===== src/rtl/limbus_sys_acortex_mm2st_fifo.sv =====
// Avalon-MM to Avalon-ST FIFO with CSR level readback and an output register.
// Define ACORTEX_MM2ST_FIFO_STATS_EN to build the watermark/overflow statistics.
module limbus_sys_acortex_mm2st_fifo #(
    parameter int DATA_W    = 32,
    parameter int DEPTH     = 128,
    parameter int AF_MARGIN = 3,
    parameter int BYTE_SWAP = 1
) (
    input  logic              clock,
    input  logic              reset_n,
    input  logic [1:0]        avalonmm_slave_address,
    input  logic              avalonmm_slave_write,
    input  logic              avalonmm_slave_read,
    input  logic [DATA_W-1:0] avalonmm_slave_writedata,
    output logic [DATA_W-1:0] avalonmm_slave_readdata,
    output logic              avalonmm_slave_waitrequest,
    output logic [DATA_W-1:0] avalonst_source_data,
    output logic              avalonst_source_valid,
    input  logic              avalonst_source_ready
);

    localparam int AW = $clog2(DEPTH);
    localparam int LW = AW + 1;
    localparam int NB = DATA_W / 8;

    logic [DATA_W-1:0] mem [DEPTH];
    logic [AW-1:0]     wr_ptr;
    logic [AW-1:0]     rd_ptr;
    logic [LW-1:0]     count;
    logic [LW-1:0]     level;
    logic              valid_q;
    logic [DATA_W-1:0] data_q;
    logic [DATA_W-1:0] swapped;
    logic [DATA_W-1:0] csr_mux;
    logic [DATA_W-1:0] stats_word;
    logic              near_full;
    logic              push;
    logic              load;
    logic              pop;
    logic              flush;

    assign level     = count + LW'(valid_q);
    assign near_full = level >= LW'(DEPTH - AF_MARGIN);

    assign avalonmm_slave_waitrequest = avalonmm_slave_write
                                      & (avalonmm_slave_address == 2'd0)
                                      & near_full;

    assign push  = avalonmm_slave_write & (avalonmm_slave_address == 2'd0)
                 & ~near_full;
    assign flush = avalonmm_slave_write & (avalonmm_slave_address == 2'd2)
                 & avalonmm_slave_writedata[0];
    assign load  = (~valid_q | avalonst_source_ready) & (count != '0);
    assign pop   = valid_q & avalonst_source_ready;

    assign avalonst_source_data  = data_q;
    assign avalonst_source_valid = valid_q;

    always_comb begin
        swapped = avalonmm_slave_writedata;
        if (BYTE_SWAP != 0) begin
            for (int i = 0; i < NB; i++) begin
                swapped[8*i +: 8] = avalonmm_slave_writedata[8*(NB-1-i) +: 8];
            end
        end
    end

    // Storage is intentionally not reset; pointers/count gate visibility.
    always_ff @(posedge clock) begin
        if (push) begin
            mem[wr_ptr] <= swapped;
        end
    end

    always_ff @(posedge clock or negedge reset_n) begin
        if (!reset_n) begin
            wr_ptr  <= '0;
            rd_ptr  <= '0;
            count   <= '0;
            valid_q <= 1'b0;
            data_q  <= '0;
        end else if (flush) begin
            wr_ptr  <= '0;
            rd_ptr  <= '0;
            count   <= '0;
            valid_q <= 1'b0;
        end else begin
            if (push) begin
                wr_ptr <= wr_ptr + AW'(1);
            end
            if (load) begin
                rd_ptr <= rd_ptr + AW'(1);
            end
            unique case ({push, load})
                2'b10:   count <= count + LW'(1);
                2'b01:   count <= count - LW'(1);
                default: count <= count;
            endcase
            if (load) begin
                valid_q <= 1'b1;
                data_q  <= mem[rd_ptr];
            end else if (pop) begin
                valid_q <= 1'b0;
            end
        end
    end

`ifdef ACORTEX_MM2ST_FIFO_STATS_EN
    logic [LW-1:0]           watermark;
    logic [15:0]             overflow;
    logic [DATA_W+LW+15:0]   stats_wide;
    logic                    stats_clr;

    assign stats_clr  = avalonmm_slave_write & (avalonmm_slave_address == 2'd3);
    assign stats_wide = {{DATA_W{1'b0}}, overflow, watermark};
    assign stats_word = stats_wide[DATA_W-1:0];

    always_ff @(posedge clock or negedge reset_n) begin
        if (!reset_n) begin
            watermark <= '0;
            overflow  <= '0;
        end else if (stats_clr) begin
            watermark <= '0;
            overflow  <= '0;
        end else begin
            if (level > watermark) begin
                watermark <= level;
            end
            if (avalonmm_slave_waitrequest && overflow != 16'hFFFF) begin
                overflow <= overflow + 16'd1;
            end
        end
    end
`else
    assign stats_word = '0;
`endif

    always_comb begin
        csr_mux = '0;
        unique case (avalonmm_slave_address)
            2'd1:    csr_mux[LW-1:0] = level;
            2'd3:    csr_mux = stats_word;
            default: csr_mux = '0;
        endcase
    end

    always_ff @(posedge clock or negedge reset_n) begin
        if (!reset_n) begin
            avalonmm_slave_readdata <= '0;
        end else if (avalonmm_slave_read) begin
            avalonmm_slave_readdata <= csr_mux;
        end
    end

endmodule


===== config.mk =====
export PLATFORM = sky130hd
export DESIGN_NAME = limbus_sys_acortex_mm2st_fifo
export DESIGN_NICKNAME = d
export VERILOG_FILES = /design/src/rtl/limbus_sys_acortex_mm2st_fifo.sv
export SDC_FILE = /design/constraint.sdc
export NUM_CORES = 2
export LEC_CHECK = 0
export ABC_AREA = 1
export CORE_ASPECT_RATIO = 0.75
export CORE_UTILIZATION = 57
export CTS_CLUSTER_DIAMETER = 30
export CTS_CLUSTER_SIZE = 20
export DETAILED_ROUTE_END_ITERATION = 10
export PLACE_DENSITY_LB_ADDON = 0.3
export SYNTH_ARGS = -nofsm -noshare
export SYNTH_HDL_FRONTEND = slang
export SYNTH_SLANG_ARGS = --single-unit

===== constraint.sdc =====
create_clock -name clock -period 4.5 [get_ports clock]
set_clock_uncertainty 0.2 [all_clocks]
set_input_delay 0.675 -clock clock [delete_from_list [all_inputs] [get_ports clock]]
set_output_delay 0.675 -clock clock [all_outputs]
set_load 0.02 [all_outputs]

==> metrics.yaml <==
layout:
  fin_nets: 12349
  instances_no_fill: 16532
  multi_input_area_um2: 35100
  syn_to_final_growth_pct: 16.8
  regArea_um2: 125000
  finalInstanceArea_um2: 190000
  drive_above_1_share_pct: 12.8
  fillCellCount: 18390
floorplan:
  core_um2: 284000
  start_util_pct: 57.4
  die_h_um: 465
  row_count: 169
  ioPinCount: 105
  dieArea_um2: 288000
  die_w_um: 619
sta:
  fmax_ghz: 0.225
  fin_crit_ns: 4.45
  tns_ns: 0
  drv_slew: 0
  fin_hold_ws_ns: 0.0784
  grt_setup_unrepaired: "no"
  hold_viol: 0
  setup_viol: 0
  finalCritPeriodShare_pct: 98.9
  tightest_slew_ns: 1.37
  maxSlewHeadroom_pct: 8.37
detailed_routing:
  dr_wl_met3_um: 82900
  via_count: 111683
  postRouteAntennaNets: 0
  routed.top_layer: "met5"
  wire_per_inst_um: 30.5
  wl_met1_um: 178000
  drt_drc_violations_left: 0
  viasPerCell: 6.76
  first_pass_iters: 7
  wl_um: 505000
  wl_met2_um: 215000
  first_iter_violations: 18471
critical_path:
  required_ns: 5.11
  arrival_ns: 5.07
  path_max_fanout: 140
  crit_path_start_kind: "register"
  ff2ff_path_depth: 11
  worstSetupPathType: "reg2reg"
  rrSetupSlack_ns: 0.05
  cp-end-kind: "register"
global_route:
  grt_start_max_net_pins: 215
  grt_first_pass_wirelength_um: 721000
  grt_overflow: 0
  grt_util_all_layers_pct: 34.5
  grt_pass1_vias: 106723
  antenna_found_initial: 19
clock_tree:
  cts_setup_buffers: 0
  clock-root-buffer: "clkbuf_16"
  clk_latency_ns: 0.93
  clockBufferDepth: 4
  cts.sinks: 4159
  path_clk_slew_ns: 0.05
  cts-buffers-inserted: 558
  cts_tree: "done"
  h-tree-depth: 6
logic_synthesis:
  synth_common_cells: "edfxtp_1 (4096), nor2_1 (2476), o21ai_0 (2360)"
  syn-cell-area_um2: 163000
  yosysWarnings: 0
  synth.top_cell.area_share_pct: 75.5
  postSynthAreaPerCell_um2: 13.5
  yosysTopAreaCell: "edfxtp_1"
  yosysMostFrequentCell: "edfxtp_1"
  ys_seq_elements: 4159
  synthFlopType: "edfxtp_1"
  synth-async-reset-ratio_pct: 1.51
  synth_edf_count: 4096
  synth.distinct_cells: 45
  synth_area_leaders: "edfxtp_1 (76%), o21ai_0 (7.3%), nor2_1 (5.7%)"
  ys_seq_area_share_pct: 76.5
  postSynthCellCount: 12073
pwr:
  power_density_nw_per_um2: 641
  ir_worst_vdd_uv: 454
  leakagePower_nw: 60.9
  power_mw: 122
placement:
  dpl.hpwl_um: 273000
  place_congestion: 0.927
  post_dp_cell_area_um2: 171000
  port_buffers: 80
  placedCellCount: 15505
status:
  status: "finished clean"
hold_path:
  min_path_type: "in2async"
flow_run:
  maxCapViolCount: 0
==> kinds of logic (layout without fill, tap and decap cells) <==
logic type | Yosys count | count (layout) | synth area share, %
xor+xnor | 3 | 3 | 0.0161
flops | 4159 | 4159 | 76.5
fa+ha+maj | 5 | 5 | 0.0384
buf+inv | 991 | 1655 | 2.65
other cells | 1 | 34 | 0.00230
simple gates | 3093 | 3093 | 7.37
compound gates | 3821 | 3821 | 13.4
==> critical path: stages, from the launching register on <==
cell and delay [ns]:
dfrtp_4 0.80, inv_8 0.33, buf_12 0.34, o21ai_0 0.25, o22ai_1 0.10, or2_2 0.30, o211ai_1 0.12, o21ai_1 0.33
o211ai_1 0.82, nand2_1 0.33, o211ai_1 0.18, nand2_1 0.07
==> power breakdown <==
part,switching (mW),internal [mW],total (mW)
Clock,17.3,27.0,44.3
Sequential,0.724,42.9,43.6
Combinational,25.0,9.14,34.1
==> worst paths after layout <==
path,endpoint,from
max,avalonst_source_data[6]$_DFFE_PN0P_,rd_ptr[0]$_DFFE_PN0P_
min,count[5]$_DFFE_PN0P_,reset_n
max reg2reg,avalonst_source_data[6]$_DFFE_PN0P_,rd_ptr[0]$_DFFE_PN0P_
min reg2reg,avalonst_source_data[7]$_DFFE_PN0P_,avalonst_source_data[7]$_DFFE_PN0P_
max in group asynchronous,rd_ptr[2]$_DFFE_PN0P_,reset_n
min in group clock,mem[125][7]$_DFFE_PP_,avalonmm_slave_writedata[31]
==> area by class of cell <==
| class | instances | share of cell area [%] |
|---|---|---|
| antenna | 10 | 0.0132 |
| clock buffer | 636 | 7.68 |
| clock inverter | 379 | 2.19 |
| inverter | 57 | 0.128 |
| multi-input combinational | 6946 | 18.4 |
| sequential | 4159 | 65.5 |
| tap | 3762 | 2.47 |
| timing repair buffer | 583 | 3.57 |
==> registers in the layout (all words and copies together) (netlist names) <==
name and count:
mem 4096, avalonst_source_data 32, avalonmm_slave_readdata 8, count 8, rd_ptr 7, wr_ptr 7
avalonst_source_valid 1
==> metal layers <==
| metal | up-vias | track usage (%) |
|---|---|---|
| met2 | 9209 | 49.4 |
| met4 | 14 | 17.2 |
| met5 | - | 0 |
| met1 | 54690 | 47.9 |
| li1 | 46308 | - |
| met3 | 1462 | 11.0 |
==> per-stage QoR <==
stage               worst slack (ns)  utilization [%]
floorplan                     -0.393                -
global placement             -0.0372             60.4
detailed placement             0.449             60.4
CTS                            0.397             67.1
global route                   0.146             67.1
finish                        0.0476             67.1
==> layout by cell type, fill, tap and decap left out, types with 183 or more instances in the layout <==
cell type / instances
o21ai_0: 2359
o22ai_1: 772
o221ai_1: 369
nor2_1: 2350
buf_12: 183
nand2_1: 357
nand3_1: 189
buf_4: 351
edfxtp_1: 4096
clkbuf_16: 572
==> what timing repair did <==
action                                  4_1_cts  5_1_grt
hold buffers                                  2        0
resized for setup                             0        0
hold endpoints to repair                     59        0
endpoints found under the setup margin        0        0
No activity file was read; power rests on OpenSTA's default activity.
